File: src/rtl/keypad_scan_ctrl.sv
// keypad_scan_ctrl: 4x4 keypad column scanner with per-frame debounce and a valid/ready key event port.
// Define KEYPAD_AUTOREPEAT_EN to emit repeat events while a single key stays held.
module keypad_scan_ctrl #(
    parameter int SCAN_DIV       = 1000,
    parameter int DEBOUNCE_SCANS = 4,
    parameter int REPEAT_DELAY   = 25,
    parameter int REPEAT_RATE    = 8
) (
    input  logic       clk,
    input  logic       rst_n,
    input  logic [3:0] row_in,
    output logic [3:0] col_out,
    input  logic       scan_en,
    output logic [3:0] key_code,
    output logic       key_valid,
    input  logic       key_ready,
    output logic       key_held,
    output logic       overflow,
    input  logic       ovf_clr,
    output logic [1:0] dbg_state
);

    localparam int DW = (SCAN_DIV > 1) ? $clog2(SCAN_DIV) : 1;
    localparam int CW = $clog2(DEBOUNCE_SCANS + 1);

    typedef logic [DW-1:0] dwell_t;
    typedef logic [CW:0]   cnt_w_t;
    typedef enum logic [1:0] {ST_IDLE, ST_PRESS_DB, ST_HELD, ST_REL_DB} state_t;
    typedef enum logic [1:0] {FR_NONE, FR_ONE, FR_MULTI} frame_t;

    if (SCAN_DIV < 4 || DEBOUNCE_SCANS < 1 || REPEAT_DELAY < 1 || REPEAT_RATE < 1) begin : g_bad_params
        $error("keypad_scan_ctrl: parameter out of range");
    end

    function automatic logic [3:0] key_map(input logic [1:0] r, input logic [1:0] c);
        case ({r, c})
            4'h0: key_map = 4'h1;  4'h1: key_map = 4'h2;  4'h2: key_map = 4'h3;  4'h3: key_map = 4'hA;
            4'h4: key_map = 4'h4;  4'h5: key_map = 4'h5;  4'h6: key_map = 4'h6;  4'h7: key_map = 4'hB;
            4'h8: key_map = 4'h7;  4'h9: key_map = 4'h8;  4'hA: key_map = 4'h9;  4'hB: key_map = 4'hC;
            4'hC: key_map = 4'hE;  4'hD: key_map = 4'h0;  4'hE: key_map = 4'hF;  default: key_map = 4'hD;
        endcase
    endfunction

    logic [3:0] row_s1, row_s2;
    dwell_t     dwell_cnt;
    logic [1:0] col_idx;
    logic [1:0] acc_hits;   // keys seen so far this frame, saturating at 2
    logic [3:0] acc_code;
    logic       frame_done;
    frame_t     frame_res;
    logic [3:0] frame_code;

    logic       sample_now;
    logic [2:0] col_lows;
    logic [1:0] row_sel;
    logic [1:0] tot_hits;
    logic [3:0] tot_code;

    assign sample_now = (dwell_cnt == dwell_t'(SCAN_DIV - 1));
    assign col_out    = scan_en ? ~(4'b0001 << col_idx) : 4'hF;

    always_comb begin
        col_lows = 3'd0;
        row_sel  = 2'd0;
        for (int r = 3; r >= 0; r--) begin
            if (!row_s2[r]) begin
                col_lows = col_lows + 3'd1;
                row_sel  = 2'(r);
            end
        end
        if (col_lows == 3'd0)                         tot_hits = acc_hits;
        else if (col_lows == 3'd1 && acc_hits == 2'd0) tot_hits = 2'd1;
        else                                           tot_hits = 2'd2;
        tot_code = (acc_hits == 2'd0) ? key_map(row_sel, col_idx) : acc_code;
    end

    always_ff @(posedge clk or negedge rst_n) begin
        if (!rst_n) begin
            row_s1     <= 4'hF;
            row_s2     <= 4'hF;
            dwell_cnt  <= '0;
            col_idx    <= 2'd0;
            acc_hits   <= 2'd0;
            acc_code   <= 4'h0;
            frame_done <= 1'b0;
            frame_res  <= FR_NONE;
            frame_code <= 4'h0;
        end else begin
            row_s1     <= row_in;
            row_s2     <= row_s1;
            frame_done <= 1'b0;
            if (!scan_en) begin
                dwell_cnt <= '0;
                col_idx   <= 2'd0;
                acc_hits  <= 2'd0;
                acc_code  <= 4'h0;
            end else if (sample_now) begin
                dwell_cnt <= '0;
                col_idx   <= col_idx + 2'd1;
                if (col_idx == 2'd3) begin
                    frame_done <= 1'b1;
                    frame_res  <= (tot_hits == 2'd0) ? FR_NONE : (tot_hits == 2'd1) ? FR_ONE : FR_MULTI;
                    frame_code <= tot_code;
                    acc_hits   <= 2'd0;
                    acc_code   <= 4'h0;
                end else begin
                    acc_hits <= tot_hits;
                    acc_code <= tot_code;
                end
            end else begin
                dwell_cnt <= dwell_cnt + dwell_t'(1);
            end
        end
    end

    state_t        state, state_nxt;
    logic [CW-1:0] cnt, cnt_nxt;
    logic [3:0]    cand, cand_nxt;
    logic          emit, ev_fire;
    cnt_w_t        cnt_inc;

    assign cnt_inc   = {1'b0, cnt} + cnt_w_t'(1);
    assign ev_fire   = emit && scan_en;
    assign dbg_state = state;

`ifdef KEYPAD_AUTOREPEAT_EN
    localparam int RW = $clog2(((REPEAT_DELAY > REPEAT_RATE) ? REPEAT_DELAY : REPEAT_RATE) + 1);
    typedef logic [RW:0] rep_w_t;
    logic [RW-1:0] rep_cnt, rep_cnt_nxt;
    logic          rep_armed, rep_armed_nxt;
    rep_w_t        rep_inc;
    assign rep_inc = {1'b0, rep_cnt} + rep_w_t'(1);
`endif

    always_comb begin
        state_nxt = state;
        cnt_nxt   = cnt;
        cand_nxt  = cand;
        emit      = 1'b0;
`ifdef KEYPAD_AUTOREPEAT_EN
        rep_cnt_nxt   = rep_cnt;
        rep_armed_nxt = rep_armed;
`endif
        if (frame_done) begin
`ifdef KEYPAD_AUTOREPEAT_EN
            rep_cnt_nxt   = '0;
            rep_armed_nxt = 1'b0;
`endif
            case (state)
                ST_IDLE: if (frame_res == FR_ONE) begin
                    cand_nxt = frame_code;
                    cnt_nxt  = CW'(1);
                    if (DEBOUNCE_SCANS == 1) begin
                        emit      = 1'b1;
                        state_nxt = ST_HELD;
                    end else begin
                        state_nxt = ST_PRESS_DB;
                    end
                end
                ST_PRESS_DB: begin
                    if (frame_res != FR_ONE) begin
                        state_nxt = ST_IDLE;
                    end else if (frame_code != cand) begin
                        cand_nxt = frame_code;
                        cnt_nxt  = CW'(1);
                    end else if (cnt_inc >= cnt_w_t'(DEBOUNCE_SCANS)) begin
                        emit      = 1'b1;
                        state_nxt = ST_HELD;
                    end else begin
                        cnt_nxt = cnt_inc[CW-1:0];
                    end
                end
                ST_HELD: begin
                    if (frame_res == FR_NONE) begin
                        cnt_nxt   = CW'(1);
                        state_nxt = (DEBOUNCE_SCANS == 1) ? ST_IDLE : ST_REL_DB;
                    end
`ifdef KEYPAD_AUTOREPEAT_EN
                    else if (frame_res == FR_ONE && frame_code == cand) begin
                        if (rep_inc >= rep_w_t'(rep_armed ? REPEAT_RATE : REPEAT_DELAY)) begin
                            emit          = 1'b1;
                            rep_armed_nxt = 1'b1;
                        end else begin
                            rep_cnt_nxt   = rep_inc[RW-1:0];
                            rep_armed_nxt = rep_armed;
                        end
                    end
`endif
                end
                default: begin
                    if (frame_res != FR_NONE)                     state_nxt = ST_HELD;
                    else if (cnt_inc >= cnt_w_t'(DEBOUNCE_SCANS)) state_nxt = ST_IDLE;
                    else                                          cnt_nxt = cnt_inc[CW-1:0];
                end
            endcase
        end
    end

    // Handshake: an event is taken on any cycle with key_valid && key_ready; key_valid and
    // key_code hold until then. A new event lands if the slot is free or being taken this
    // cycle, otherwise it is dropped and overflow latches (set beats ovf_clr).
    always_ff @(posedge clk or negedge rst_n) begin
        if (!rst_n) begin
            state     <= ST_IDLE;
            cnt       <= '0;
            cand      <= 4'h0;
            key_held  <= 1'b0;
            key_valid <= 1'b0;
            key_code  <= 4'h0;
            overflow  <= 1'b0;
`ifdef KEYPAD_AUTOREPEAT_EN
            rep_cnt   <= '0;
            rep_armed <= 1'b0;
`endif
        end else begin
            if (!scan_en) begin
                state    <= ST_IDLE;
                cnt      <= '0;
                key_held <= 1'b0;
`ifdef KEYPAD_AUTOREPEAT_EN
                rep_cnt   <= '0;
                rep_armed <= 1'b0;
`endif
            end else begin
                state    <= state_nxt;
                cnt      <= cnt_nxt;
                cand     <= cand_nxt;
                key_held <= (state_nxt == ST_HELD) || (state_nxt == ST_REL_DB);
`ifdef KEYPAD_AUTOREPEAT_EN
                rep_cnt   <= rep_cnt_nxt;
                rep_armed <= rep_armed_nxt;
`endif
            end
            if (ev_fire && (!key_valid || key_ready)) begin
                key_valid <= 1'b1;
                key_code  <= cand_nxt;
            end else if (key_valid && key_ready) begin
                key_valid <= 1'b0;
            end
            if (ev_fire && key_valid && !key_ready) overflow <= 1'b1;
            else if (ovf_clr)                        overflow <= 1'b0;
        end
    end

endmodule

File: config.mk
export PLATFORM = sky130hd
export DESIGN_NAME = keypad_scan_ctrl
export DESIGN_NICKNAME = d
export VERILOG_FILES = /design/src/rtl/keypad_scan_ctrl.sv
export SDC_FILE = /design/constraint.sdc
export NUM_CORES = 1
export LEC_CHECK = 0
export CORE_UTILIZATION = 58
export DETAILED_ROUTE_END_ITERATION = 16
export PLACE_DENSITY_LB_ADDON = 0.3
export SETUP_SLACK_MARGIN = 0.2
export SYNTH_ARGS = -nofsm -noshare
export SYNTH_HDL_FRONTEND = slang
export SYNTH_SLANG_ARGS = --single-unit
File: constraint.sdc
create_clock -name clk -period 3.12 [get_ports clk]
set_input_delay 0.624 -clock clk [delete_from_list [all_inputs] [get_ports clk]]
set_output_delay 0.624 -clock clk [all_outputs]
set_load 0.005 [all_outputs]
==> results of run 1 <==
==> final cells by class <==
| cell class | instances | share of cell area, % |
|---|---|---|
| well taps | 52 | 2.07 |
| flip-flops and latches | 49 | 39.4 |
| clock buffers | 7 | 2.75 |
| clock inverters | 1 | 0.956 |
| repair buffers | 23 | 7.01 |
| multi-input cells | 197 | 46.3 |
| inverters | 12 | 1.59 |
==> sequential cells by signal (all words and copies together) (netlist names), 2 cells and up <==
| name | flops |
|---|---|
| acc_code | 4 |
| acc_hits | 2 |
| cand | 4 |
| cnt | 3 |
| col_idx | 2 |
| dbg_state | 2 |
| dwell_cnt | 10 |
| frame_code | 4 |
| frame_res | 2 |
| key_code | 4 |
| row_s1 | 4 |
| row_s2 | 4 |
==> power breakdown <==
part,leakage [nW],internal (mW),total [mW],switching (mW)
logic,0.739,0.0374,0.0851,0.0478
clock network,0.0585,0.261,0.461,0.199
registers,0.655,0.647,0.654,0.00682
==> routing by layer <==
metal  share of wire (%)  track usage (%)
met5                   0                0
met4                 1.9             9.33
met1                  45             26.5
met3                 4.1             4.50
met2                  49             37.7
==> critical path, delay by kind of cell <==
kind | cells | cell delay, ns
simple gates | 1 | 0.13
buf+inv | 2 | 1.11
==> worst max-delay path by stage <==
stage	depth (start not counted)	endpoint	slack, ns
after global routing	8	frame_res[1]$_DFFE_PN0P_	0.56
after detailed placement	3	col_out[3]	0.62
final	3	col_out[3]	0.64
after floorplan	8	frame_res[1]$_DFFE_PN0P_	0.84
after CTS	3	col_out[3]	0.62
after global placement	3	col_out[3]	0.62
==> cell families after synthesis <==
| group | after synthesis |
|---|---|
| simple gates | 88 |
| buf+inv | 21 |
| compound gates | 54 |
| flops | 49 |
| fa+ha+maj | 17 |
| xor+xnor | 17 |
| mux | 21 |
==> synth_stat cells, types with 5 or more instances <==
library cell	number	share of area, %
inv_1	11	1.5
mux2_2	12	4.9
nor2_1	26	3.5
nor2b_1	5	1.1
nand3_1	7	1.3
o21ai_0	14	2.5
mux2i_1	6	2.2
and2_1	5	1.1
nand2_1	17	2.3
a21oi_1	9	1.6
clkbuf_1	7	0.94
dfrtp_1	41	37
xnor2_1	8	2.5
ha_1	17	7.6
dfstp_2	8	7.6
xor2_1	9	2.8
==> stage by stage <==
stage	utilization (%)	hold WS [ns]	cells
2_1_floorplan	-	0.328	267
3_3_place_gp	67.6	0.347	333
3_5_place_dp	67.6	0.347	333
4_1_cts	70.2	0.360	341
5_1_grt	70.2	0.361	341
6_report	70.2	0.359	341
==> impl_metrics.tcl, run 1 <==
set metrics [dict create \
    worst_pin_slew_ns 1.06 \
    critical_path_arrival_ns 1.86 \
    hp-class "reg2reg" \
    max_cap_viol_count 0 \
    dr.first_iter.drc_count 75 \
    cts.hold.buffers_added 0 \
    antennaDiodeCount 0 \
    numCtsBuffers 5 \
    dp_slack_ns 0.619 \
    failed_checks "DRC" \
    startpoint "scan_en" \
    synth-seq-cells 49 \
    vias_per_cell 5.88 \
    vias 2006 \
    ant_nets 0 \
    synth-edff-count 0 \
    worstPathMaxFanout 6 \
    drv_slew 0 \
    placed_cell_area_um2 3020 \
    ys_seq_area_share_pct 44.4 \
    ir_worst_vdd_mv 0.309 \
    power.leakage_nw 1.45 \
    drt_wl_total_um 4990 \
    finClkSkew_ns 0.0100 \
    slew_headroom_pct 29.6 \
    layout-drive-gt1-share_pct 14.2 \
    cts_num_sinks 49 \
    multiInputGateArea_um2 1450 \
    grt_pass1_vias 2030 \
    drc 2 \
    tns_ns 0 \
    hold_depth 0 \
    cp_slowest_cell "clkdlybuf4s50_1" \
    power_density_nw_per_um2 382 \
    final_common_cell "dfrtp_1" \
    core_um2 4470 \
    cp.required_ns 2.50 \
    synth_compound_area_share_pct 13.6 \
    die_w_um 71.3 \
    synth_top_family_by_area "simple AND/OR/NAND/NOR gates" \
    grt_first_pass_wirelength_um 8610 \
    port-buffer-count 21 \
    finalSetupViolCount 0 \
    synthSimpleGateAreaFrac_pct 17.0 \
    post_cts_buffers 0 \
    antenna_found_initial 0 \
    cts_tree "built" \
    final_hold_viol_count 0 \
    fin_ws_ns 0.638 \
    cts_buffer_depth 2 \
    fmax_mhz 403 \
    place_congestion 0.834 \
    worstReg2RegStart "row_s2[2]$_DFF_PN1_" \
    worstRegToRegCells 8 \
    cp-end-kind "primary output" \
    r2r_setup_slack_ns 0.67 \
    syn_area_um2 2780 \
    avgRoutedWirePerCell_um 14.6 \
    rsz0062_at_grt "false" \
    areaGrowthSynthToFinish_pct 12.9 \
    clkTransAtPathRegs_ns 0.08 \
    synth.avg_cell_area_um2 10.4 \
    ys_types 55 \
    synth_fa_ha_area_share_pct 7.65 \
    yosys_warnings 0 \
    seqCellArea_um2 1240 \
    die-area_um2 5080 \
    hold_end "row_s2[3]$_DFF_PN1_" \
    finalCriticalPeriod_ns 2.48 \
    crit_top_cell "clkdlybuf4s50_1" \
    synth.mux.area_fraction_pct 8.64 \
    fillers 341 \
    p_total_mw 1.20 \
    clk_latency_ns 0.30 \
    cts_resized 0 \
    first_pass_iters 10 \
    start_util_pct 62.2 \
    syn_inst 267 \
    r2r_end "frame_res[1]$_DFFE_PN0P_" \
    synth_xor_area_share_pct 5.35 \
    status "complete, but fails checks" \
    synth-async-reset-ratio_pct 100 \
    fin_crit_sh_pct 79.6 \
    cts.htree.levels 2 \
    synth_fp_nets 293 \
    rows 24 \
    grt.overflow.total 0 \
    crit_chain "clkdlybuf4s50_1 > nand2_1 > clkdlybuf4s50_1" \
    critical_path.max_stage_delay_ns 0.64 \
    fin_area_um2 3140 \
    floorplan.die.height_um 71.3 \
    ctsRootBufferMaster "clkbuf_8" \
    hp-start "row_s1[3]$_DFF_PN1_" \
    hpwlAfterDp_um 3510 \
    final_nets 314 \
    crit_type "in2out" \
    dominantRegCellSynth "dfrtp_1" \
    num_io_pins 22 \
    track_usage_pct 21.8 \
    start_kind "input pin" \
    grt_max_degree 50 \
    layout_common_cells "dfrtp_1, nor2_1, clkdlybuf4s50_1" \
]
Note: power is estimated with default switching activity, not from simulation.
==> run 2, diff against run 1 <==
clock period = 2.5 ns   (was 3.12 ns; I/O delays follow)
==> impl_metrics.tcl, run 2 (synthesized netlist as in run 1, its figures left out) <==
set metrics [dict create \
    status "complete, but fails checks" \
    failed_checks "DRC" \
    critical_path_arrival_ns 1.71 \
    floorplan.die.height_um 71.3 \
    drv_slew 0 \
    cp-end-kind "primary output" \
    cp.required_ns 2.00 \
    fillers 369 \
    place_congestion 0.853 \
    cts_buffer_depth 2 \
    placed_cell_area_um2 3070 \
    antennaDiodeCount 0 \
    r2r_setup_slack_ns 0.30 \
    finalSetupViolCount 0 \
    ir_worst_vdd_mv 0.260 \
    finalCriticalPeriod_ns 2.21 \
    slew_headroom_pct 62.0 \
    rows 24 \
    core_um2 4470 \
    num_io_pins 22 \
    power_density_nw_per_um2 441 \
    layout-drive-gt1-share_pct 17.1 \
    ctsRootBufferMaster "clkbuf_8" \
    cts_num_sinks 49 \
    clkTransAtPathRegs_ns 0.08 \
    track_usage_pct 22.2 \
    cts.htree.levels 2 \
    largest-register "dwell_cnt" \
    p_total_mw 1.41 \
    max_cap_viol_count 0 \
    rsz0062_at_grt "false" \
    grt_first_pass_wirelength_um 8700 \
    vias_per_cell 5.90 \
    fin_area_um2 3190 \
    r2r_end "frame_res[1]$_DFFE_PN0P_" \
    finClkSkew_ns 0.00324 \
    fin_crit_sh_pct 88.4 \
    first_pass_iters 10 \
    final_nets 319 \
    die_w_um 71.3 \
    worstRegToRegCells 8 \
    avgRoutedWirePerCell_um 14.7 \
    worstReg2RegStart "row_s2[2]$_DFF_PN1_" \
    hpwlAfterDp_um 3620 \
    port-buffer-count 21 \
    layout_common_cells "dfrtp_1, nor2_1, clkdlybuf4s50_1" \
    tns_ns 0 \
    numCtsBuffers 5 \
    worstPathMaxFanout 7 \
    worst_pin_slew_ns 0.570 \
    start_util_pct 62.2 \
    drc 2 \
    dr.first_iter.drc_count 92 \
    vias 2037 \
    grt.overflow.total 0 \
    start_kind "flip-flop" \
    grt_max_degree 28 \
    drt_wl_total_um 5070 \
    antenna_found_initial 0 \
    largest_reg_flops 10 \
    final_common_cell "dfrtp_1" \
    power.leakage_nw 1.47 \
    clk_latency_ns 0.30 \
    final_hold_viol_count 0 \
    cts_tree "built" \
    areaGrowthSynthToFinish_pct 14.5 \
    die-area_um2 5080 \
    crit_type "reg2out" \
    fmax_mhz 453 \
    ant_nets 0 \
    grt_pass1_vias 1939 \
    hp-class "in2async" \
]
-- run 2: cell types whose count changed in the layout (fill, tap and decap cells not counted), sizes merged --
cell,delta
bufinv,-1
buf,+5
clkdlybuf4s50,-1
dlygate4sd2,+1
-- run 2: worst max path at each step --
stage	from	end	slack [ns]	cells after the start
2_1_floorplan	row_s2[2]$_DFF_PN1_	frame_res[1]$_DFFE_PN0P_	0.22	8
5_1_grt	row_s2[2]$_DFF_PN1_	frame_res[1]$_DFFE_PN0P_	0.20	8
6_report	col_idx[1]$_DFFE_PN0P_	col_out[0]	0.29	4
3_3_place_gp	scan_en	col_out[3]	0.19	3
4_1_cts	col_idx[0]$_DFFE_PN0P_	col_out[3]	0.24	3
3_5_place_dp	scan_en	col_out[1]	0.18	3
-- run 2: metal layers --
| metal | vias to the layer above | global-route usage [%] | wire, um |
|---|---|---|---|
| li1 | 1000 | - | - |
| met2 | 42 | 37.0 | 2480 |
| met1 | 988 | 28.7 | 2290 |
| met4 | 0 | 7.78 | 70 |
| met5 | - | 0 | 0 |
| met3 | 7 | 5.06 | 232 |
-- run 2: critical path, cell delays in order (launching register included) --
cell and delay (ns):
dfrtp_1 0.48, inv_1 0.12, ha_1 0.24, nand2_1 0.08
clkdlybuf4s50_1 0.50
-- run 2: repair_timing --
action,in CTS,in global routing
buffers inserted,0,0
setup endpoints to repair,4,2
hold buffers,0,0
gates resized for setup,4,2
-- run 2: where the power goes --
group	internal (mW)	switching, mW
clock network	0.220	0.246
logic	0.0579	0.0651
registers	0.808	0.00956
-- run 2: per-stage QoR --
stage | util, % | setup slack [ns] | hold slack, ns | instances
after global placement | 68.7 | 0.190 | 0.347 | 338
after detailed placement | 68.7 | 0.177 | 0.347 | 338
after global routing | 71.2 | 0.204 | 0.228 | 345
after floorplan | - | 0.220 | 0.204 | 267
after CTS | 71.1 | 0.243 | 0.200 | 345
final | 71.2 | 0.291 | 0.184 | 345
-- run 2: layout make-up --
type	count	area (um2)	share of cell area, %
Clock buffer	7	86.3	2.71
Sequential cell	49	1240	38.8
Inverter	12	50.0	1.57
Timing Repair Buffer	28	269	8.44
Tap cell	52	65.1	2.04
Multi-Input combinational cell	197	1480	46.4
